==> src/rtl/apb_arbiter.sv <==
// Round-robin arbiter: NUM_REQ APB requesters share one APB master port, with a per-transfer ACCESS timeout.
// Latency: s_psel to m_psel is 1 cycle, s_pready 2 cycles at the earliest; the bus is held until m_pready or timeout.
module apb_arbiter #(
    parameter int NUM_REQ    = 2,
    parameter int ADDR_WIDTH = 12,
    parameter int DATA_WIDTH = 32,
    parameter int TIMEOUT    = 255
) (
    input  logic                           clk,
    input  logic                           rst,
    input  logic [NUM_REQ-1:0]             s_psel,
    input  logic [NUM_REQ-1:0]             s_penable,
    input  logic [NUM_REQ-1:0]             s_pwrite,
    input  logic [NUM_REQ*ADDR_WIDTH-1:0]  s_paddr,
    input  logic [NUM_REQ*DATA_WIDTH-1:0]  s_pwdata,
    output logic [NUM_REQ*DATA_WIDTH-1:0]  s_prdata,
    output logic [NUM_REQ-1:0]             s_pready,
    output logic [NUM_REQ-1:0]             s_pslverr,
    output logic                           m_psel,
    output logic                           m_penable,
    output logic                           m_pwrite,
    output logic [ADDR_WIDTH-1:0]          m_paddr,
    output logic [DATA_WIDTH-1:0]          m_pwdata,
    input  logic [DATA_WIDTH-1:0]          m_prdata,
    input  logic                           m_pready,
    input  logic                           m_pslverr,
    output logic                           busy
);

    localparam int GW = (NUM_REQ > 1) ? $clog2(NUM_REQ) : 1;

    localparam logic [1:0] ST_IDLE   = 2'd0;
    localparam logic [1:0] ST_SETUP  = 2'd1;
    localparam logic [1:0] ST_ACCESS = 2'd2;

    logic [1:0]            r_state;
    logic [GW-1:0]         r_ptr;
    logic [GW-1:0]         r_grant;
    logic [15:0]           r_cnt;
    logic                  r_psel;
    logic                  r_penable;
    logic                  r_pwrite;
    logic [ADDR_WIDTH-1:0] r_paddr;
    logic [DATA_WIDTH-1:0] r_pwdata;

    logic [NUM_REQ-1:0]    w_rot;
    logic                  w_any;
    logic [GW-1:0]         w_off;
    logic [GW:0]           w_sum;
    logic [GW-1:0]         w_win;
    logic [GW:0]           w_inc;
    logic [GW-1:0]         w_ptr_nxt;
    logic                  w_sel_write;
    logic [ADDR_WIDTH-1:0] w_sel_addr;
    logic [DATA_WIDTH-1:0] w_sel_wdata;
    logic [16:0]           w_cnt_inc;
    logic                  w_done_ok;
    logic                  w_tmo;
    logic                  w_done;
    logic                  w_unused;

    // s_penable never qualifies a request
    assign w_unused = ^s_penable;

    // Rotate so bit 0 is the requester at the priority pointer; the lowest set bit wins
    assign w_rot = NUM_REQ'({s_psel, s_psel} >> r_ptr);

    always_comb begin
        w_any = 1'b0;
        w_off = '0;
        for (int k = NUM_REQ - 1; k >= 0; k--) begin
            if (w_rot[k]) begin
                w_any = 1'b1;
                w_off = GW'(k);
            end
        end
    end

    assign w_sum = {1'b0, r_ptr} + {1'b0, w_off};
    assign w_win = (w_sum >= (GW+1)'(NUM_REQ)) ? GW'(w_sum - (GW+1)'(NUM_REQ)) : GW'(w_sum);

    assign w_inc     = {1'b0, r_grant} + (GW+1)'(1);
    assign w_ptr_nxt = (w_inc >= (GW+1)'(NUM_REQ)) ? GW'(w_inc - (GW+1)'(NUM_REQ)) : GW'(w_inc);

    always_comb begin
        w_sel_write = 1'b0;
        w_sel_addr  = '0;
        w_sel_wdata = '0;
        for (int i = 0; i < NUM_REQ; i++) begin
            if (w_win == GW'(i)) begin
                w_sel_write = s_pwrite[i];
                w_sel_addr  = s_paddr[i*ADDR_WIDTH +: ADDR_WIDTH];
                w_sel_wdata = s_pwdata[i*DATA_WIDTH +: DATA_WIDTH];
            end
        end
    end

    // Counter holds the number of unready ACCESS cycles already spent; this cycle would make it one more
    assign w_cnt_inc = {1'b0, r_cnt} + 17'd1;
    assign w_done_ok = (r_state == ST_ACCESS) && m_pready;
    assign w_tmo     = (r_state == ST_ACCESS) && !m_pready && (w_cnt_inc == 17'(TIMEOUT));
    assign w_done    = w_done_ok || w_tmo;

    always_comb begin
        s_pready  = '0;
        s_pslverr = '0;
        s_prdata  = '0;
        for (int i = 0; i < NUM_REQ; i++) begin
            if (w_done && (r_grant == GW'(i))) begin
                s_pready[i]  = 1'b1;
                s_pslverr[i] = w_tmo ? 1'b1 : m_pslverr;
                if (w_done_ok) begin
                    s_prdata[i*DATA_WIDTH +: DATA_WIDTH] = m_prdata;
                end
            end
        end
    end

    always_ff @(posedge clk or posedge rst) begin
        if (rst) begin
            r_state   <= ST_IDLE;
            r_ptr     <= '0;
            r_grant   <= '0;
            r_cnt     <= '0;
            r_psel    <= 1'b0;
            r_penable <= 1'b0;
            r_pwrite  <= 1'b0;
            r_paddr   <= '0;
            r_pwdata  <= '0;
        end else begin
            case (r_state)
                ST_IDLE: begin
                    if (w_any) begin
                        r_state   <= ST_SETUP;
                        r_grant   <= w_win;
                        r_pwrite  <= w_sel_write;
                        r_paddr   <= w_sel_addr;
                        r_pwdata  <= w_sel_wdata;
                        r_psel    <= 1'b1;
                        r_penable <= 1'b0;
                    end
                end
                ST_SETUP: begin
                    r_state   <= ST_ACCESS;
                    r_penable <= 1'b1;
                    r_cnt     <= '0;
                end
                ST_ACCESS: begin
                    if (w_done) begin
                        r_state   <= ST_IDLE;
                        r_psel    <= 1'b0;
                        r_penable <= 1'b0;
                        r_ptr     <= w_ptr_nxt;
                        r_cnt     <= '0;
                    end else begin
                        r_cnt <= w_cnt_inc[15:0];
                    end
                end
                default: begin
                    r_state   <= ST_IDLE;
                    r_psel    <= 1'b0;
                    r_penable <= 1'b0;
                end
            endcase
        end
    end

    assign m_psel    = r_psel;
    assign m_penable = r_penable;
    assign m_pwrite  = r_pwrite;
    assign m_paddr   = r_paddr;
    assign m_pwdata  = r_pwdata;
    assign busy      = (r_state != ST_IDLE);

endmodule

==> config.mk <==
export PLATFORM = sky130hd
export DESIGN_NAME = apb_arbiter
export DESIGN_NICKNAME = d
export VERILOG_FILES = /design/src/rtl/apb_arbiter.sv
export SDC_FILE = /design/constraint.sdc
export NUM_CORES = 1
export LEC_CHECK = 0
export CORE_MARGIN = 4
export CORE_UTILIZATION = 41
export CTS_CLUSTER_DIAMETER = 30
export DETAILED_ROUTE_END_ITERATION = 10
export GPL_TIMING_DRIVEN = 1
export PLACE_DENSITY_LB_ADDON = 0.12
export SETUP_SLACK_MARGIN = 0.4
export SLEW_MARGIN = 10
export SYNTH_ARGS = -nofsm -noshare
export SYNTH_HDL_FRONTEND = slang
export SYNTH_SLANG_ARGS = --single-unit
export TNS_END_PERCENT = 100
==> constraint.sdc <==
create_clock -name clk -period 6.6 [get_ports clk]
set_clock_uncertainty 0.2 [all_clocks]
set_input_delay 1.32 -clock clk [delete_from_list [all_inputs] [get_ports clk]]
set_output_delay 1.32 -clock clk [all_outputs]
set_load 0.02 [all_outputs]
Word level (Yosys, flattened, before mapping):

Index checks and enable logic that the tools add are counted.

* $add $sub $neg: 5
* magnitude comparators: 2
* equal/unequal tests: 5
* shift operators: 1
* muxes and demuxes: 26
* bitwise operators: 2
* reductions and logical operators: 14

Operator list (number)
* $mux W32: 4
* $pmux W16 S2: 1
* $add A16 B1 Y17 const B: 1
* $eq A17 B8 Y1 const B: 1
* $mux W16: 1
* $mux W1: 14
* $mux W12: 1
* $pmux W1 S3: 2
* $pmux W2 S3: 1
* $reduce_and A2 Y1: 3
* $logic_and A1 B1 Y1: 5
* $ge A2 B2 Y1 const B: 2
* $mux W2: 2
* $ne A2 B2 Y1 const B: 2
* $reduce_bool A2 Y1: 2
* $shr A4 B1 Y2: 1
* $reduce_and A3 Y1: 1
* $add A1 B1 Y2: 1
* $add A1 B1 Y2 const B: 1
* $eq A2 B1 Y1 const B: 1
* $eq A2 B2 Y1 const B: 1
* $logic_not A2 Y1: 1
* $not A1 Y1: 2
* $sub A1 B1 Y1 const B: 2
* other kinds (2): 2

* bits in registers: 67
* bits of input ports: 130
* output and inout bits: 116
* word-level logic and storage cells: 64

Logic depth before layout (Yosys ltp):

* word-level depth: 7
* mapped depth: 11
* mapped depth without buffers: 8

Worst setup path after synthesis:

No wires, ideal clock.

* kind: input to output
* start point: in m_pready
* end point: out s_pslverr[1]
* arrival time: 2.735 ns
* data required time: 5.080 ns
* slack: 2.345 ns
* stages: 8
* path buffers: 2
* cell sequence: nor2b_1 > clkbuf_1 > nand4_1 > mux2i_1 > and4_1 > buf_4 > nand2_2 > a21boi_0

* word-level cells in the longest chain between the ends: 6
* elaborated cells on any way between the ends: 8
* classes of those cells: mux: 2; reduce/logical: 6

Ends and longest elaborated chain
* start: declaration: RTL line 25 `input logic m_pready,`
* $logic_not A1 Y1: RTL line 101 `assign w_tmo = (r_state == ST_ACCESS) && !m_pready && (w_cnt_inc == 17'(TIMEOUT));`
* $logic_and A1 B1 Y1 (2 in a row): RTL line 101
* $logic_or A1 B1 Y1: RTL line 102 `assign w_done = w_done_ok || w_tmo;`
* $logic_and A1 B1 Y1: RTL line 109 `if (w_done && (r_grant == GW'(i))) begin`
* $mux W1 (*): RTL line 109
* end: declaration: RTL line 18 `output logic [NUM_REQ-1:0] s_pslverr,`

Every way passes the cells marked *; elsewhere a longest branch is shown, timed or not.

Final worst setup path:

Ends and elaborated chain as after synthesis.

==> flow_metrics.py <==
metrics = {
    "timing": {
        "final_max_slew_viol_count": 0,
        "fin_ws_ps": 1162,
        "worst_pin_slew_ps": 838.5,
        "rsz0062_at_grt": "no",
        "relSlewSlack_pct": 44.10,
        "fin_crit_sh_pct": 82.39,
        "fin_crit_ps": 5438,
        "tns_ps": 0,
        "final_hold_viol_count": 0,
        "max_freq_mhz": 183.9,
        "setup_viol": 0,
    },
    "power_and_ir_drop": {
        "p_sw_mw": 0.9226,
        "p_clk_share_pct": 15.6,
        "finalPower_mw": 2.233,
        "p_int_mw": 1.311,
        "peakVddDrop_mv": 0.1766,
        "p_leak_nw": 2.851,
        "seqPwrFrac_pct": 29.4,
        "powerDensity_nw_per_um2": 333.3,
        "combPwrFrac_pct": 55.0,
        "switching_share_pct": 41.32,
    },
    "cts": {
        "insertion_delay_ps": 330,
        "cts_buffers": 9,
        "holdBufCountCts": 0,
        "cts_setup_buffers": 0,
        "clk_pin_slew_worst_paths_ps": 70,
        "cts_tree": "yes",
        "cts_root_buffer": "clkbuf_8",
        "cts_resized": 0,
        "htreeDepth": 3,
        "cts_num_sinks": 66,
        "clockBufferDepth": 2,
    },
    "synth": {
        "synth_area_um2": 4001,
        "synth-seq-cells": 66,
        "yosys.area_share.simple_pct": 26.20,
        "syn_inst": 458,
        "synth_fa_ha_area_share_pct": 1.814,
        "synth_xor_area_share_pct": 0.4378,
        "syn-num-nets": 593,
        "syn_area_per_cell_um2": 8.737,
        "yosys-mux-area-fraction_pct": 13.26,
        "synth_compound_area_share_pct": 12.54,
        "yosysWarnings": 0,
        "synth_top_family_by_area": "simple AND/OR/NAND/NOR gates",
        "ys_types": 52,
        "synth.yosys.seq_area_share_pct": 41.28,
    },
    "worst_setup_path": {
        "crit_type": "input pin to output pin",
        "start_kind": "input pin",
        "cp.arrival_ps": 3920,
        "critPathMaxFanout": 9,
        "worstPathRequired_ps": 5080,
        "endpoint_kind": "output pin",
    },
    "grt": {
        "grt_first_pass_wirelength_um": 21530,
        "grt_max_degree": 91,
        "antenna_found_initial": 0,
        "grt_pass1_vias": 4303,
        "grt_usage_pct": 23.94,
        "grt_remaining_overflow": 0,
    },
    "routing": {
        "vias": 4124,
        "dr.pass1.iters": 4,
        "route.detailed.drc": 0,
        "wire_per_inst_um": 16.64,
        "dr.first_iter.drc_count": 197,
        "vias_per_cell": 5.060,
        "wirelength_um": 13560,
        "ant_nets": 0,
    },
    "finish": {
        "nFillCells": 736,
        "syn2layout_area_growth_pct": 67.45,
        "post-route-util_pct": 71.50,
        "drive_gt1_share_pct": 3.936,
        "n_antenna_cell": 0,
        "fin_nets": 817,
    },
    "floorplanning": {
        "die_area_um2": 11400,
        "initial_core_util_pct": 42.70,
        "io_pins": 246,
        "fp-row-count": 35,
        "dieHeight_um": 106.8,
        "fp.dieW_um": 106.8,
        "core_area_um2": 9371,
    },
    "status": {
        "status": "finished, final reports clean",
    },
    "place": {
        "place.gp.congestion": 0.8410,
        "io_buffers": 243,
        "dp_hpwl_um": 10730,
        "pre_cts_ws_ps": 1222,
    },
    "job": {
        "maxCapViolations": 0,
    },
    "hold_path": {
        "worstHoldPathType": "register to register",
    },
}
final timing paths:
path | startpoint | to | slack, ps | cells past startpoint
min | m_pwdata[2] | m_pwdata[2] | 280 | 2
min in group asynchronous | rst | m_pwdata[19] | 1340 | 3
max | m_pready | s_pslverr[1] | 1160 | 8
max in group asynchronous | rst | r_state[1] | 4300 | 3
max reg2reg | r_cnt[0] | r_cnt[2] | 3690 | 7
min reg2reg | m_pwdata[2] | m_pwdata[2] | 280 | 2
cell usage in the layout (no fill, tap or decap), types with 5 or more instances in the layout:
| cell | Yosys | final |
|---|---|---|
| inv_1 | 10 | 9 |
| nand3_1 | 13 | 13 |
| mux2i_1 | 53 | 53 |
| and2_1 | 64 | 64 |
| dfrtp_1 | 66 | 66 |
| nand2_1 | 62 | 62 |
| clkbuf_8 | 0 | 12 |
| and3_1 | 8 | 8 |
| clkdlybuf4s50_1 | 0 | 243 |
| o21ai_0 | 64 | 64 |
| ha_1 | 5 | 5 |
| nor3_1 | 10 | 10 |
| nor2_1 | 17 | 17 |
| nand4_1 | 5 | 5 |
cell families after synthesis:
family | Yosys count
buf+inv | 44
flops | 66
mux | 53
fa+ha+maj | 6
xor+xnor | 2
compound gates | 88
simple gates | 199
power groups by stage:
| stage | Combinational, mW | Clock, mW | Sequential [mW] |
|---|---|---|---|
| after global routing | 1.33 | 0.377 | 0.677 |
| final | 1.23 | 0.348 | 0.657 |
| after floorplan | 0.505 | 0 | 0.822 |
| after global placement | 1.21 | 0 | 0.652 |
| after detailed placement | 1.24 | 0 | 0.660 |
| after CTS | 1.24 | 0.356 | 0.657 |
Yosys cell counts (all sizes together):
master,count,area share (%)
a21boi,3,0.56
a211o,1,0.22
o31a,1,0.22
nor3,11,1.5
or4,2,0.38
buf,10,1.3
o31ai,1,0.19
and3b,1,0.22
o211ai,1,0.19
mux2i,53,13
a31o,1,0.22
nand2,63,6.0
a32o,1,0.25
or2,1,0.16
o21ai,65,8.1
nand3b,1,0.19
a21o,1,0.19
a22o,2,0.44
a21oi,4,0.50
inv,10,0.94
and3,8,1.3
dfrtp,66,41
a22oi,1,0.19
or3,1,0.16
nand4b,1,0.22
xnor2,2,0.44
nor3b,2,0.38
clkbuf,24,2.3
nand4,6,1.1
and4,2,0.44
a211oi,1,0.19
ha,5,1.6
a32oi,1,0.22
maj3,1,0.25
a311o,1,0.25
nand3,14,1.9
a31oi,1,0.16
a311oi,2,0.44
nor2,17,1.6
nor2b,3,0.47
and2,64,10
nor4,1,0.16
nand2b,1,0.16
layer usage:
layer | global-route usage (%) | vias to the layer above | share of wire (%)
met5 | 0 | - | 0
met4 | 6.758 | 0 | 1.3
met3 | 7.405 | 15 | 7.4
met2 | 45.28 | 136 | 55
met1 | 25.41 | 1950 | 36
li1 | - | 2023 | -
layout make-up:
class,instances,area [um^2],area share (%)
Timing Repair Buffer,247,2462,36.75
Multi-Input combinational cell,348,2183,32.59
Sequential cell,66,1652,24.65
Clock buffer,13,168.9,2.521
Tap cell,129,161.4,2.409
Inverter,10,37.54,0.5602
Clock inverter,2,35.03,0.5229
stage by stage:
stage / std cells / instance area [um^2] / hold slack [ps]
5_1_grt: 815 / 6700 / 309.7
3_5_place_dp: 800 / 6496 / 269.2
6_report: 815 / 6700 / 276.0
2_1_floorplan: 458 / 4001 / 317.6
4_1_cts: 815 / 6700 / 284.6
3_3_place_gp: 800 / 6496 / 263.8
critical path: stages:
cell and delay [ps]:
clkdlybuf4s50_1 470, nor2b_1 450, nand4_1 150, mux2i_1 140
and4_1 410, nand2_2 130, a21boi_0 190, clkdlybuf4s50_1 660
state kept, by name, indices dropped and copies added, names as in the netlist:
signal	cells
m_pwrite	1
r_grant	1
r_cnt	16
m_pwdata	32
m_psel	1
r_state	2
m_paddr	12
r_ptr	1
Power figures use the tool's default switching activity.
